### src/rtl/trng_byte_reader.sv
// trng_byte_reader: von Neumann debiased TRNG bit collector feeding a byte FIFO.
// Define TRNG_HEALTH_EN to enable the repetition-count health test and the FAIL state.
module trng_byte_reader #(
    parameter int FIFO_DEPTH = 4,
    parameter int RCT_LIMIT  = 32
) (
    input  logic                          clk,
    input  logic                          rst,
    input  logic                          start,
    input  logic                          raw_bit,
    input  logic                          raw_valid,
    output logic [7:0]                    out_data,
    output logic                          out_valid,
    input  logic                          out_ready,
    output logic [$clog2(FIFO_DEPTH):0]   fifo_count,
    output logic                          overflow,
    output logic                          health_fail
);
    localparam int PW = $clog2(FIFO_DEPTH);
    localparam int CW = PW + 1;

    typedef enum logic [1:0] {IDLE, COLLECT, FAIL} state_t;

    if (FIFO_DEPTH < 2 || FIFO_DEPTH > 16 || (FIFO_DEPTH & (FIFO_DEPTH - 1)) != 0 ||
        RCT_LIMIT < 2 || RCT_LIMIT > 255) begin : g_bad_param
        $error("trng_byte_reader: parameter out of range");
    end

    state_t          state_q;
    logic            pair_q, pbit_q;
    logic [6:0]      acc_q;
    logic [2:0]      nbits_q;
    logic [7:0]      mem [FIFO_DEPTH];
    logic [PW-1:0]   wr_q, rd_q;
    logic [CW-1:0]   count_q;
    logic            ovf_q;
    logic            sample, emit, push, pop, full, accept, trip;

    assign sample = state_q == COLLECT && start && raw_valid;
    assign emit   = sample && pair_q && raw_bit != pbit_q;
    assign push   = emit && nbits_q == 3'd7 && !trip;
    assign pop    = count_q != '0 && out_ready && state_q != FAIL;
    assign full   = count_q == CW'(FIFO_DEPTH);
    assign accept = push && (!full || pop);

`ifdef TRNG_HEALTH_EN
    logic [7:0] rct_q, rct_d;
    logic       rct_bit_q;
    // Run length restarts at 1 on any change of value (or on the first sample).
    assign rct_d = (rct_q != 8'd0 && raw_bit == rct_bit_q) ? rct_q + 8'd1 : 8'd1;
    assign trip  = sample && rct_d == 8'(RCT_LIMIT);
    assign health_fail = state_q == FAIL;
    always_ff @(posedge clk or posedge rst) begin
        if (rst) begin
            rct_q     <= 8'd0;
            rct_bit_q <= 1'b0;
        end else if (trip || (state_q != COLLECT)) begin
            rct_q     <= 8'd0;
        end else if (sample) begin
            rct_q     <= rct_d;
            rct_bit_q <= raw_bit;
        end
    end
`else
    assign trip        = 1'b0;
    assign health_fail = 1'b0;
`endif

    always_ff @(posedge clk or posedge rst) begin
        if (rst) begin
            state_q <= IDLE;
            pair_q  <= 1'b0;
            pbit_q  <= 1'b0;
            acc_q   <= '0;
            nbits_q <= '0;
            wr_q    <= '0;
            rd_q    <= '0;
            count_q <= '0;
            ovf_q   <= 1'b0;
        end else if (trip) begin
            state_q <= FAIL;
            pair_q  <= 1'b0;
            acc_q   <= '0;
            nbits_q <= '0;
            wr_q    <= '0;
            rd_q    <= '0;
            count_q <= '0;
        end else begin
            if (state_q == IDLE && start)
                state_q <= COLLECT;
            else if (state_q != IDLE && !start)
                state_q <= IDLE;
            if (state_q == COLLECT && !start) begin
                pair_q  <= 1'b0;
                acc_q   <= '0;
                nbits_q <= '0;
            end else if (sample) begin
                pair_q <= !pair_q;
                if (!pair_q)
                    pbit_q <= raw_bit;
                if (emit) begin
                    nbits_q <= nbits_q + 3'd1;
                    acc_q   <= {acc_q[5:0], pbit_q};
                end
            end
            if (accept)
                wr_q <= wr_q + 1'b1;
            if (pop)
                rd_q <= rd_q + 1'b1;
            count_q <= count_q + CW'(accept) - CW'(pop);
            if (push && full && !pop)
                ovf_q <= 1'b1;
        end
    end

    always_ff @(posedge clk) begin
        if (accept)
            mem[wr_q] <= {acc_q, pbit_q};
    end

    // Gate the head with the count so an empty or flushed FIFO always reads 0.
    assign out_data   = count_q != '0 ? mem[rd_q] : 8'h00;
    assign out_valid  = count_q != '0;
    assign fifo_count = count_q;
    assign overflow   = ovf_q;
endmodule
### config.mk
export PLATFORM = sky130hd
export DESIGN_NAME = trng_byte_reader
export DESIGN_NICKNAME = d
export VERILOG_FILES = /design/src/rtl/trng_byte_reader.sv
export SDC_FILE = /design/constraint.sdc
export NUM_CORES = 1
export LEC_CHECK = 0
export ABC_AREA = 1
export CAP_MARGIN = 20
export CORE_AREA = 2 2 93 95
export DETAILED_ROUTE_END_ITERATION = 10
export DIE_AREA = 0 0 95 97
export SLEW_MARGIN = 0
export SYNTH_ARGS = -nofsm -noshare
export SYNTH_HDL_FRONTEND = slang
export SYNTH_SLANG_ARGS = --single-unit
### constraint.sdc
create_clock -name clk -period 3.95 [get_ports clk]
set_input_delay 0.9875 -clock clk [delete_from_list [all_inputs] [get_ports clk]]
set_output_delay 0.9875 -clock clk [all_outputs]
set_load 0.05 [all_outputs]
## After elaboration in Yosys (flattened, before gate mapping)

Memories as Yosys holds them, arrays and structs flattened.
Cells that the tools add are included.

| word-level totals | value |
|---|---|
| memories | 1 |
| memory bits (writable) | 32 |
| bits in latches | 0 |
| flip-flop bits (word level) | 22 |
| output and inout port bits | 14 |
| input port bits | 6 |
| ROM bits | 0 |

| operators by class | value |
|---|---|
| equality and inequality tests | 5 |
| reduce and logical (&&, ||, !) cells | 26 |
| add/subtract/negate cells | 5 |
| bitwise gates (word level) | 2 |
| shift-type cells | 0 |
| muxes and demuxes | 13 |
| magnitude comparators | 0 |
| divide/modulo/power cells | 0 |
| multiply operators | 0 |

Memory list:

| name | depth | bits a word | rd ports | clocked after Yosys merged registers in | write ports | line | text |
|---|---|---|---|---|---|---|---|
| mem | 4 | 8 | 1 | 0 | 1 | 33 | `logic [7:0] mem [FIFO_DEPTH];` |

Operators by type and width:

| kind | number |
|---|---|
| $mux 7 | 3 |
| $logic_and 1x1->1 | 13 |
| $mux 3 | 3 |
| $mux 8 | 1 |
| $reduce_bool 2->1 | 4 |
| $eq 3x3->1 const B | 2 |
| $add 2x1->2 const B | 2 |
| $logic_not 1->1 | 4 |
| $mux 1 | 4 |
| $mux 2 | 2 |
| $add 3x1->3 | 1 |
| $add 3x1->3 const B | 1 |
| $reduce_and 3->1 | 1 |
| $reduce_bool 3->1 | 1 |
| $sub 3x1->3 | 1 |
| $eq 2x1->1 const B | 1 |
| $logic_not 2->1 | 1 |
| $ne 2x2->1 const B | 1 |
| $not 1->1 | 2 |
| $reduce_and 2->1 | 1 |
| $logic_or 1x1->1 | 1 |
| $ne 1x1->1 | 1 |

## Logic depth before layout (Yosys ltp)

Gate-level depths: netlist of the first run.

| logic depth | value |
|---|---|
| depth in word-level cells | 9 |
| gate-level depth with buffers | 9 |
| gate-level depth less buffers | 9 |

## Least setup slack after synthesis of the first run

Ideal clock, no wire load.

| path | value |
|---|---|
| kind | register -> output |
| from | register count_q[1], in the netlist fifo_count[1] |
| to | output port out_data[0] |
| required time | 2.963 ns |
| cell stages (with the launch flop) | 5 |
| data arrival time | 2.187 ns |
| setup slack | 0.776 ns |
| path through | dfrtp_1 -> nor2_1 -> nand2_1 -> inv_1 -> a21oi_1 |

| on the way | value |
|---|---|
| word-level cells in the longest chain between the ends | 2 |

Ends and longest elaborated chain:

| item | line | text |
|---|---|---|
| from (decl) | 35 | `logic [CW-1:0] count_q;` |
| from (signal assigned) | 110 | `count_q <= count_q + CW'(accept) - CW'(pop);` |
| $reduce_bool 3->1 | -- |  |
| named net out_valid | 13 | `output logic out_valid,` |
| $mux 8 | 122 | `assign out_data = count_q != '0 ? mem[rd_q] : 8'h00;` |
| to (decl) | 12 | `output logic [7:0] out_data,` |

The timed path passes the listed nets, and every way through them passes these cells.

## Worst setup path in the final report of the first run

| path | value |
|---|---|
| from | register rd_q[0] |
| to | output port out_data[1] |

| on the way | value |
|---|---|
| word-level cells in the longest chain between the ends | 2 |

Ends and longest elaborated chain:

| item | line | text |
|---|---|---|
| from (decl) | 34 | `logic [PW-1:0] wr_q, rd_q;` |
| from (signal assigned) | 109 | `rd_q <= rd_q + 1'b1;` |
| $mem_v2 4x8 | -- |  |
| $mux 8 | 122 |  |

No other way between the ends.

==> out/qor.yml, run 1 <==
outcome:
  status: "finished clean"
global_routing:
  grt_pass1_wl_um: 7155
  grt.overflow.total: 0
  grt_use_total_pct: 10.08
  antenna_found_initial: 0
  grt_max_degree: 22
  grt_pass1_vias: 1487
sta:
  setup_viol: 0
  maxSlewViolCount: 0
  grt_setup_unrepaired: "false"
  clock.fmax_ghz: 0.2930
  hold_violations: 0
  tightest_slew_ns: 0.8396
  post-route-period-util_pct: 86.40
  relSlewSlack_pct: 43.97
  tns_ns: 0
  fin_skew_ns: 0.006682
  min_period_ns: 3.413
route:
  vias: 1554
  vias_per_cell: 4.365
  wl_per_cell_um: 12.06
  drc: 0
  finalWirelength_um: 4293
  postRouteAntennaNets: 0
  drt-pass1-iter-count: 4
  drt_iter0_drc: 90
cells_and_area:
  register_area_sq_um: 1486
  fill_cells: 806
  most-common-layout-cells: "nor2_1 (43), nand2_1 (38), edfxtp_1 (32), dfrtp_1 (21), clkdlybuf4s50_1 (18)"
  area_delta_synth_final_pct: 16.74
  multi_input_area_sq_um: 800.8
  antenna_cells: 0
  finish.instance_area_sq_um: 2826
  drive_gt1_share_pct: 11.16
  nets: 268
  final_common_cell: "nor2_1"
die:
  die_x_um: 95
  start_util_pct: 29.76
  die_area_sq_um: 9215
  boundaryPins: 20
  num_rows: 33
  coreArea_sq_um: 8134
  die_h_um: 97
synth:
  syn-num-nets: 244
  synth_top_area_share_pct: 39.69
  synth_top_area_cell: "edfxtp_1"
  synth.avg_cell_area_sq_um: 10.71
  syn_area_sq_um: 2421
  ys.flop_type: "edfxtp_1"
  synth_cell_types: 27
  synth_edf_count: 32
  yosysWarnings: 0
  ys_seq_area_share_pct: 61.40
  ys_ff_latch: 53
  async_flop_share_pct: 39.62
  synth_cells: 226
  synth.area.top_cells: "edfxtp_1 (40%), dfrtp_1 (22%), nor2_1 (6.7%)"
place:
  hpwl_um: 2922
  io_buffer_count: 18
  place.gp.congestion: 0.7099
  placed_cell_area_sq_um: 2716
clocking:
  post_cts_buffers: 0
  cts_tree: "yes"
  cts-buffers-inserted: 5
  clk_pin_slew_ns: 0.09
  htreeDepth: 2
  cts.sinks: 53
  postCtsHoldBufs: 0
  ctsResizeCount: 0
  cts_max_path_buffers: 2
  cts_root_buf: "clkbuf_8"
  clk_latency_ns: 0.30
pwr:
  peakVddDrop_mv: 0.2293
  p_leak_uw: 0.001198
  powerDensity_nw_per_um2: 690.1
  total_power_uw: 1951
worst_setup_path:
  critPathBufInv: 2
  crit_cells: 4
  cp_slowest_cell: "clkdlybuf4s50_1"
  crit_end: "out_data[1]"
  end_kind: "output port"
  crit_start: "rd_q[0]"
  path_delay_family: "buffers and inverters"
  crit_arrival_ns: 2.43
  r2r_start: "nbits_q[0]"
  reg2reg_depth: 8
  cp_cell_sequence: "inv_2 -> o21ai_0 -> a21oi_1 -> clkdlybuf4s50_1"
  crit_type: "register to output port"
  max_stage_delay_ns: 0.83
  worstPathRequired_ns: 2.96
  r2r_end: "fifo_count[2]"
  ff2ff_setup_slack_ns: 1.77
  cp_max_fo: 18
  critPathLaunchType: "register"
worst_hold_path:
  hold_class: "register to register"
run:
  cap_violations: 0
-- synth_stat cells (2+ instances only) --
cell and instances:
inv_1 17, o21ai_1 4, edfxtp_1 32, nor2_1 43, nand2_2 5, nand4_1 3
buf_6 3, inv_2 4, nand2_1 38, nand3_1 8, dfrtp_1 21, o21ai_0 14
nand2_4 2, a21oi_1 9, ha_1 11
-- worst reg2reg max path, delay by kind of cell, from the launching register on --
kind	cells	cell delay (ns)
buffers and inverters	1	0.04
and+or+nand+nor	1	0.17
adders and majority gates	5	1.33
xor gates and xnor gates	1	0.17
DFF	1	0.38
-- worst min-delay path by stage --
stage,to,slack (ns),depth (start not counted),startpoint
after floorplan,nbits_q[1],0.45,2,nbits_q[1]
after global placement,nbits_q[2],0.46,2,nbits_q[2]
after detailed placement,overflow,0.46,1,overflow
after CTS,overflow,0.49,1,overflow
after global routing,nbits_q[2],0.52,2,nbits_q[2]
final,overflow,0.48,1,overflow
-- area by class of cell --
type | count | area share (%)
Clock buffer | 5 | 2.435
Clock inverter | 3 | 1.461
Inverter | 22 | 3.099
Multi-Input combinational cell | 146 | 28.33
Sequential cell | 53 | 52.59
Tap cell | 105 | 4.648
Timing Repair Buffer | 22 | 7.437
-- state kept, by name, summed over array words and instances (netlist names) --
register    flops
pbit_q          1
nbits_q         3
overflow        1
rd_q            2
acc_q           7
fifo_count      3
mem            32
wr_q            2
pair_q          1
state_q         1
-- cell families after synthesis --
group                      synth area share, %
AOI/OAI and AO/OA                        6.046
xor gates and xnor gates                0.7236
adders and majority gates                6.512
buffers and inverters                    5.529
DFF                                      61.40
other                                   0.1549
and+or+nand+nor                          19.64
-- report_power, final --
part / total, uW / switching, uW / internal (uW)
Combinational: 867 / 584 / 283
Sequential: 724 / 86.0 / 638
Clock: 360 / 173 / 187
Total: 1950 / 843 / 1110
-- metrics by stage --
stage                     hold slack [ns]  instances  setup WS (ns)  utilization (%)
after floorplan                    0.4459        226         0.7759                -
after global placement             0.4604        348         0.6664            33.39
after detailed placement           0.4584        348         0.6295            33.39
after CTS                          0.4855        356         0.5091            34.75
after global routing               0.5177        356         0.3496            34.75
final                              0.4789        356         0.5373            34.75
-- layer usage --
layer	share of wire (%)	routed length (um)	global-route usage [%]	vias up
met5	0	0	0	-
met4	0	0	3.010	0
met3	3.1	131	2.726	0
met2	52	2236	17.18	21
met1	45	1926	12.32	751
li1	-	-	-	782
No activity file was read; power rests on OpenSTA's default activity.
==> inputs of run 2 (changes only) <==
--- a/config.mk
+++ b/config.mk
@@ -8,6 +8,7 @@
 export ABC_AREA = 1
 export CAP_MARGIN = 20
 export CORE_AREA = 2 2 93 95
+export CTS_CLUSTER_SIZE = 10
 export DETAILED_ROUTE_END_ITERATION = 10
 export DIE_AREA = 0 0 95 97
 export SLEW_MARGIN = 0
==> results of run 2 <==
No change in the layout: final DEF, timing and power equal those of run 1.
==> inputs of run 3 (changes only) <==
--- a/config.mk
+++ b/config.mk
@@ -6,7 +6,7 @@
 export NUM_CORES = 1
 export LEC_CHECK = 0
 export ABC_AREA = 1
-export CAP_MARGIN = 20
+export CAP_MARGIN = 5
 export CORE_AREA = 2 2 93 95
 export CTS_CLUSTER_SIZE = 10
 export DETAILED_ROUTE_END_ITERATION = 10
==> results of run 3 <==
No change in the layout: final DEF, timing and power equal those of run 1.
